$ cat config.mk
export PLATFORM = sky130hd
export DESIGN_NAME = arb_req_shaper
export DESIGN_NICKNAME = d
export VERILOG_FILES = /design/src/rtl/arb_pkg.sv /design/src/rtl/arb_req_lane.sv /design/src/rtl/arb_req_shaper.sv
export SDC_FILE = /design/constraint.sdc
export NUM_CORES = 1
export LEC_CHECK = 0
export CAP_MARGIN = 25
export CORE_MARGIN = 5
export CORE_UTILIZATION = 53
export CTS_CLUSTER_SIZE = 28
export DETAILED_ROUTE_END_ITERATION = 7
export PLACE_DENSITY = 0.83
export SETUP_SLACK_MARGIN = 0.3
export SLEW_MARGIN = 0
export SYNTH_ARGS = -nofsm -noshare
export SYNTH_HDL_FRONTEND = slang
export SYNTH_SLANG_ARGS = --single-unit
$ cat constraint.sdc
create_clock -name clk -period 2.1 [get_ports clk]
set_clock_uncertainty 0.15 [all_clocks]
set_input_delay 0.42 -clock clk [delete_from_list [all_inputs] [get_ports clk]]
set_output_delay 0.42 -clock clk [all_outputs]
set_load 0.01 [all_outputs]
$ cat src/rtl/arb_pkg.sv
// Shared arbiter/shaper parameters and helpers, so both sides agree on requester count and burst length.
package arb_pkg;

    localparam int unsigned DEF_NUM_REQUESTS  = 4;
    localparam int unsigned DEF_NUM_CLK_GRANT = 4;
    localparam int unsigned DEF_MAX_PENDING   = 7;

    typedef logic [DEF_NUM_REQUESTS-1:0] req_vec_t;

    // Bits needed to hold values 0..n-1, never less than one bit.
    function automatic int unsigned cnt_width(input int unsigned n);
        return (n <= 2) ? 1 : $clog2(n);
    endfunction

endpackage

$ cat src/rtl/arb_req_lane.sv
// One requester's pending-transaction counter, grant-burst beat counter, completion pulse and sticky errors.
module arb_req_lane
    import arb_pkg::*;
#(
    parameter int unsigned NUM_CLK_GRANT = DEF_NUM_CLK_GRANT,
    parameter int unsigned MAX_PENDING   = DEF_MAX_PENDING
) (
    input  logic clk,
    input  logic reset,
    input  logic push,
    input  logic grant,
    input  logic clear_err,
    output logic req,
    output logic full,
    output logic done,
    output logic overflow_err,
    output logic spurious_err
);

    localparam int unsigned PEND_W = cnt_width(MAX_PENDING + 1);
    localparam int unsigned BEAT_W = cnt_width(NUM_CLK_GRANT);
    localparam logic [PEND_W-1:0] PEND_MAX  = PEND_W'(MAX_PENDING);
    localparam logic [BEAT_W-1:0] BEAT_LAST = BEAT_W'(NUM_CLK_GRANT - 1);

    logic [PEND_W-1:0] pend;
    logic [PEND_W-1:0] pend_next;
    logic [BEAT_W-1:0] beat;
    logic [BEAT_W-1:0] beat_next;
    logic              hit;
    logic              complete;
    logic              overflow_next;
    logic              spurious_next;

    // Next-state: a grant only counts while req is up; a push and a completion in one cycle cancel out.
    always_comb begin
        hit           = grant & req;
        complete      = hit && (beat == BEAT_LAST);
        beat_next     = '0;
        pend_next     = pend;
        overflow_next = overflow_err & ~clear_err;
        spurious_next = (spurious_err & ~clear_err) | (grant & ~req);

        if (hit && !complete) begin
            beat_next = beat + BEAT_W'(1);
        end

        if (push && !complete) begin
            if (full) begin
                overflow_next = 1'b1;
            end else begin
                pend_next = pend + PEND_W'(1);
            end
        end else if (!push && complete) begin
            pend_next = pend - PEND_W'(1);
        end
    end

    // req/full are registered from the next pend value so they never see inputs combinationally.
    always_ff @(posedge clk) begin
        if (reset) begin
            pend         <= '0;
            beat         <= '0;
            req          <= 1'b0;
            full         <= 1'b0;
            done         <= 1'b0;
            overflow_err <= 1'b0;
            spurious_err <= 1'b0;
        end else begin
            pend         <= pend_next;
            beat         <= beat_next;
            req          <= (pend_next != '0);
            full         <= (pend_next == PEND_MAX);
            done         <= complete;
            overflow_err <= overflow_next;
            spurious_err <= spurious_next;
        end
    end

endmodule

$ cat src/rtl/arb_req_shaper.sv
// Turns per-requester push pulses into held level requests for the round-robin arbiter.
module arb_req_shaper
    import arb_pkg::*;
#(
    parameter int unsigned NUM_REQUESTS  = DEF_NUM_REQUESTS,
    parameter int unsigned NUM_CLK_GRANT = DEF_NUM_CLK_GRANT,
    parameter int unsigned MAX_PENDING   = DEF_MAX_PENDING
) (
    input  logic                    clk,
    input  logic                    reset,
    input  logic [NUM_REQUESTS-1:0] push,
    input  logic [NUM_REQUESTS-1:0] grant,
    input  logic                    clear_err,
    output logic [NUM_REQUESTS-1:0] req,
    output logic [NUM_REQUESTS-1:0] full,
    output logic [NUM_REQUESTS-1:0] done,
    output logic [NUM_REQUESTS-1:0] overflow_err,
    output logic [NUM_REQUESTS-1:0] spurious_err
);

    for (genvar i = 0; i < NUM_REQUESTS; i++) begin : g_lane
        arb_req_lane #(
            .NUM_CLK_GRANT (NUM_CLK_GRANT),
            .MAX_PENDING   (MAX_PENDING)
        ) u_lane (
            .clk          (clk),
            .reset        (reset),
            .push         (push[i]),
            .grant        (grant[i]),
            .clear_err    (clear_err),
            .req          (req[i]),
            .full         (full[i]),
            .done         (done[i]),
            .overflow_err (overflow_err[i]),
            .spurious_err (spurious_err[i])
        );
    end

endmodule

======== Word-level counts from Yosys, hierarchy flattened ========
Cells that the tools add are included.
cells by class
  add/sub/neg operators ................... 12
  multiply operators ...................... 0
  divide/modulo/power cells ............... 0
  magnitude comparators ................... 0
  equality and inequality tests ........... 8
  shift operators ......................... 0
  muxes and demuxes ....................... 20
  bitwise logic cells ..................... 29
  reduce and logical (&&, ||, !) cells .... 32
operator list
  operator                                                            count
  3-bit two-way mux                                                   12
  1-bit bitwise AND                                                   16
  1-bit logical AND                                                   16
  3-bit by 1-bit adder with 3-bit output, second input constant       4
  3-bit equality test, second input constant                          4
  3-bit nonzero test                                                  4
  3-bit by 1-bit subtractor with 3-bit output, second input constant  4
  1-bit inverter                                                      9
  2-bit by 1-bit adder with 2-bit output, second input constant       4
  2-bit equality test, second input constant                          4
  1-bit zero test                                                     8
  1-bit two-way mux                                                   8
  2-bit OR reduction                                                  4
  1-bit bitwise OR                                                    4
word-level totals
  register bits ........................... 40
  bits in latches ......................... 0
  RAM bits ................................ 0
  memory bits (read-only) ................. 0
  input port bits ......................... 11
  output and inout bits ................... 20
  memories kept ........................... 0

======== Longest topological paths before layout ========
  depth in word-level cells ............... 6
  mapped depth ............................ 6
  depth with buffers taken out ............ 6

======== Cells and area by module ========
From an unflattened synthesis, not the netlist that was laid out.
unflattened totals
  cell total of the unflattened synthesis .. 180
  area, all modules ....................... 1816.7 um^2
by module, submodules not included
  module        instances  cells an instance  area an instance (um^2)  seq. area each (um^2)
  arb_req_lane  4          45                 454.2                    200.2

======== Worst setup path before layout ========
Ideal clock, no wire load.
  path type ............................... register to register
  start point ............................. reg g_lane[2].u_lane.pend[0]
  end point ............................... reg g_lane[2].u_lane.req
  library setup time ...................... 0.127 ns
  arrival ................................. 1.543 ns
  slack ................................... 0.280 ns
  stages on the path, launching flop included .. 6
  buffers on the path ..................... 0
  period minus slack after synthesis ...... 1.820 ns
  cell sequence ........................... dfxtp_1 inv_1 ha_1 or4_1 a21oi_1 o211ai_2
on the way
  longest elaborated chain between the ends .. 4
RTL lines
  what                                                                                                          RTL line                                RTL
  start: declaration                                                                                            arb_req_lane.sv:25                      logic [PEND_W-1:0] pend;
  start signal: assignment                                                                                      arb_req_lane.sv:69                      pend <= pend_next;
  3-bit by 1-bit subtractor with 3-bit output / 3-bit by 1-bit adder with 3-bit output (equally long branches)  arb_req_lane.sv:54, arb_req_lane.sv:51
  3-bit two-way mux (on tied branches)                                                                          arb_req_lane.sv:53, arb_req_lane.sv:48
  3-bit two-way mux (*)                                                                                         arb_req_lane.sv:47                      if (push && !complete) begin
  3-bit nonzero test (*)                                                                                        arb_req_lane.sv:71                      req <= (pend_next != '0);
  end signal: assignment                                                                                        arb_req_lane.sv:71
  end: declaration                                                                                              arb_req_lane.sv:13                      output logic req,
Every way passes the cells marked *; elsewhere a longest branch is shown, timed or not.
A chain may end at the register's enable or synchronous reset.

======== Worst setup path after layout ========
Same ends and word-level chain as after synthesis.

==> flow_metrics.env <==
export IMPL_crit_path_end_kind="register"
export IMPL_grt_max_degree=40
export IMPL_dr_total_vias=1528
export IMPL_ctsHtreeMaxLevel=2
export IMPL_r2r_setup_slack_ps=300
export IMPL_layout_common_cells="dfxtp_1, nor2_1, clkdlybuf4s50_1"
export IMPL_final_hold_viol_count=0
export IMPL_coreArea_mm2=0.00361
export IMPL_setup_tns_ps=0
export IMPL_hpwlAfterDp_um=2680
export IMPL_final_core_util=0.666
export IMPL_crit_arrival_ps=1840
export IMPL_drtIter0Drc=66
export IMPL_slowest_stage="or4_1"
export IMPL_setup_worst_path_end="g_lane[2].u_lane.req"
export IMPL_antenna_found_initial=0
export IMPL_maxCapViolations=0
export IMPL_ys_warn_count=0
export IMPL_grt_total_usage=0.164
export IMPL_cts_buffers=5
export IMPL_setup_violations_final=0
export IMPL_start_util=0.542
export IMPL_grt_first_pass_wirelength_um=6630
export IMPL_synth_top_area_frac=0.410
export IMPL_crit_family="simple AND/OR/NAND/NOR gates"
export IMPL_first_pass_iters=4
export IMPL_cp_depth=5
export IMPL_cts_root_buf="clkbuf_8"
export IMPL_fp_dieH_um=70.7
export IMPL_rr_endpoint="g_lane[2].u_lane.req"
export IMPL_final_common_cell="dfxtp_1"
export IMPL_fmax_mhz=554
export IMPL_place_ws_ps=-29.4
export IMPL_yosysTopAreaCell="dfxtp_1"
export IMPL_min_path_type="reg -> reg"
export IMPL_clock_sinks=40
export IMPL_status="complete, no violations"
export IMPL_ios=31
export IMPL_cts_buffer_depth=2
export IMPL_place_congestion=0.758
export IMPL_placement_cell_area_mm2=0.00222
export IMPL_synth_avg_cell_area_um2=9.39
export IMPL_critPathLaunch="g_lane[2].u_lane.pend[0]"
export IMPL_critPathMaxStageDelay_ps=530
export IMPL_cts_tree="built"
export IMPL_yosys_top_cells_area="dfxtp_1, buf_4, ha_1"
export IMPL_r2r_start="g_lane[2].u_lane.pend[0]"
export IMPL_grt_overflow_total=0
export IMPL_die_area_mm2=0.00500
export IMPL_rsz0062_at_grt="yes"
export IMPL_layout_nets=251
export IMPL_fin_area_mm2=0.00240
export IMPL_fp_dieW_um=70.7
export IMPL_fillers=292
export IMPL_relSlewSlack=0.740
export IMPL_postCtsHoldBufs=0
export IMPL_critPathLaunchType="register"
export IMPL_drt_wl_total_um=3890
export IMPL_max_vdd_ir_drop_mv=0.279
export IMPL_power_mw=1.80
export IMPL_diodes=0
export IMPL_ys_seq_area_frac=0.410
export IMPL_synth_area_mm2=0.00195
export IMPL_p_leak_nw=1.05
export IMPL_cp_max_fo=6
export IMPL_ys_ff_latch=40
export IMPL_antenna_left=0
export IMPL_first_global_vias=1490
export IMPL_syn_inst=208
export IMPL_viasPerCell=5.52
export IMPL_p_per_area_mw_per_mm2=749
export IMPL_worst_pin_slew_ps=387
export IMPL_critPathKind="reg -> reg"
export IMPL_syn_to_final_growth_pct=23.0
export IMPL_clkLatencyLatePin_ps=300
export IMPL_path_buf_inv=1
export IMPL_synth_distinct_cells=48
export IMPL_crit_chain="inv_2 -> ha_4 -> or4_1 -> a21oi_1 -> o211ai_2"
export IMPL_drc=0
export IMPL_wire_per_inst_um=14.1
export IMPL_layout_setup_ws_ps=295
export IMPL_cp_required_ps=2130
export IMPL_path_clk_slew_ps=80
export IMPL_timing_final_crit_share=0.859
export IMPL_fin_crit_ps=1800
export IMPL_final_max_slew_viol_count=0
export IMPL_synth_nets=231
export IMPL_rows=22
export IMPL_drive_gt1_frac=0.179
export IMPL_io_buffers=30
export IMPL_r2r_cells=5
through the flow:
| stage | instances | hold WS [ps] |
|---|---|---|
| 2_1_floorplan | 208 | 254 |
| 3_3_place_gp | 268 | 264 |
| 3_5_place_dp | 268 | 271 |
| 4_1_cts | 276 | 290 |
| 5_1_grt | 277 | 301 |
| 6_report | 277 | 288 |
sequential cells by signal (all words and copies together) (netlist names):
signal / flops
g_lane.u_lane.full: 4
g_lane.u_lane.done: 4
g_lane.u_lane.pend: 12
g_lane.u_lane.req: 4
g_lane.u_lane.spurious_err: 4
g_lane.u_lane.overflow_err: 4
g_lane.u_lane.beat: 8
cells by family after synthesis:
family / Yosys count / share of synthesized area
AOI/OAI and AO/OA: 37 / 0.152
xor gates and xnor gates: 6 / 0.0269
adders and majority gates: 12 / 0.0769
buffers and inverters: 43 / 0.122
DFF: 40 / 0.410
muxes: 4 / 0.0205
and+or+nand+nor: 66 / 0.192
power by group:
group	total (mW)	internal [mW]	leakage, nW	switching (mW)
Combinational	0.307	0.155	0.663	0.152
Clock	0.626	0.353	0.0552	0.274
Sequential	0.865	0.811	0.329	0.0537
Total	1.80	1.32	1.05	0.480
how the worst min path moves through the flow:
stage,start,to,slack [ps],depth (start not counted)
after floorplan,g_lane[1].u_lane.beat[0],g_lane[1].u_lane.beat[0],250,1
after detailed placement,g_lane[3].u_lane.beat[0],g_lane[3].u_lane.beat[0],270,1
final,g_lane[2].u_lane.beat[0],g_lane[2].u_lane.beat[0],290,1
after CTS,g_lane[0].u_lane.beat[0],g_lane[0].u_lane.beat[0],290,1
after global placement,g_lane[1].u_lane.beat[0],g_lane[1].u_lane.beat[0],260,1
after global routing,g_lane[2].u_lane.beat[0],g_lane[2].u_lane.beat[0],300,1
area by class of cell:
cell class,instances,area (um2),area share
timing repair buffer,38,385,0.160
clock inverter,2,35.0,0.0146
sequential,40,811,0.338
clock buffer,6,72.6,0.0302
tap,48,60.1,0.0250
inverter,18,67.6,0.0281
multi-input combinational,125,971,0.404
metal layers:
metal,part of all wire,up-vias,global-route usage
met5,0,-,0
met3,0.058,7,0.0412
met1,0.46,713,0.206
met4,0.017,0,0.0814
li1,-,771,-
met2,0.47,37,0.260
Yosys cell counts, drive strengths merged:
cell type	n
a41o	1
dfxtp	40
nand4	2
inv	18
nand4b	3
and3	4
nor2	19
nor4b	4
a32o	2
mux2i	4
a31oi	6
o211ai	2
xnor2	5
a311o	1
nor2b	4
or4	1
a221o	1
or3	2
a211oi	2
buf	24
nand2b	1
nand2	9
clkbuf	1
nand3	5
nor3	5
a21boi	1
nor4	5
ha	12
and4b	1
a21oi	4
a22oi	4
a31o	2
xor2	1
o21ai	2
nand3b	1
a211o	1
a32oi	6
o221ai	2
worst register-to-register path: cells and delay by family, from the launching register on:
kind            cells  cell delay, ps
compound gates      2             260
flops               1             390
fa+ha+maj           1             270
buf+inv             1              90
simple gates        1             530
repair_timing:
item	in CTS	in global routing
endpoints found under the hold margin	0	0
pin swaps	0	1
buffers inserted	0	1
endpoints found under the setup margin	9	15
gates resized for setup	11	17
Note: power is estimated with default switching activity, not from simulation.
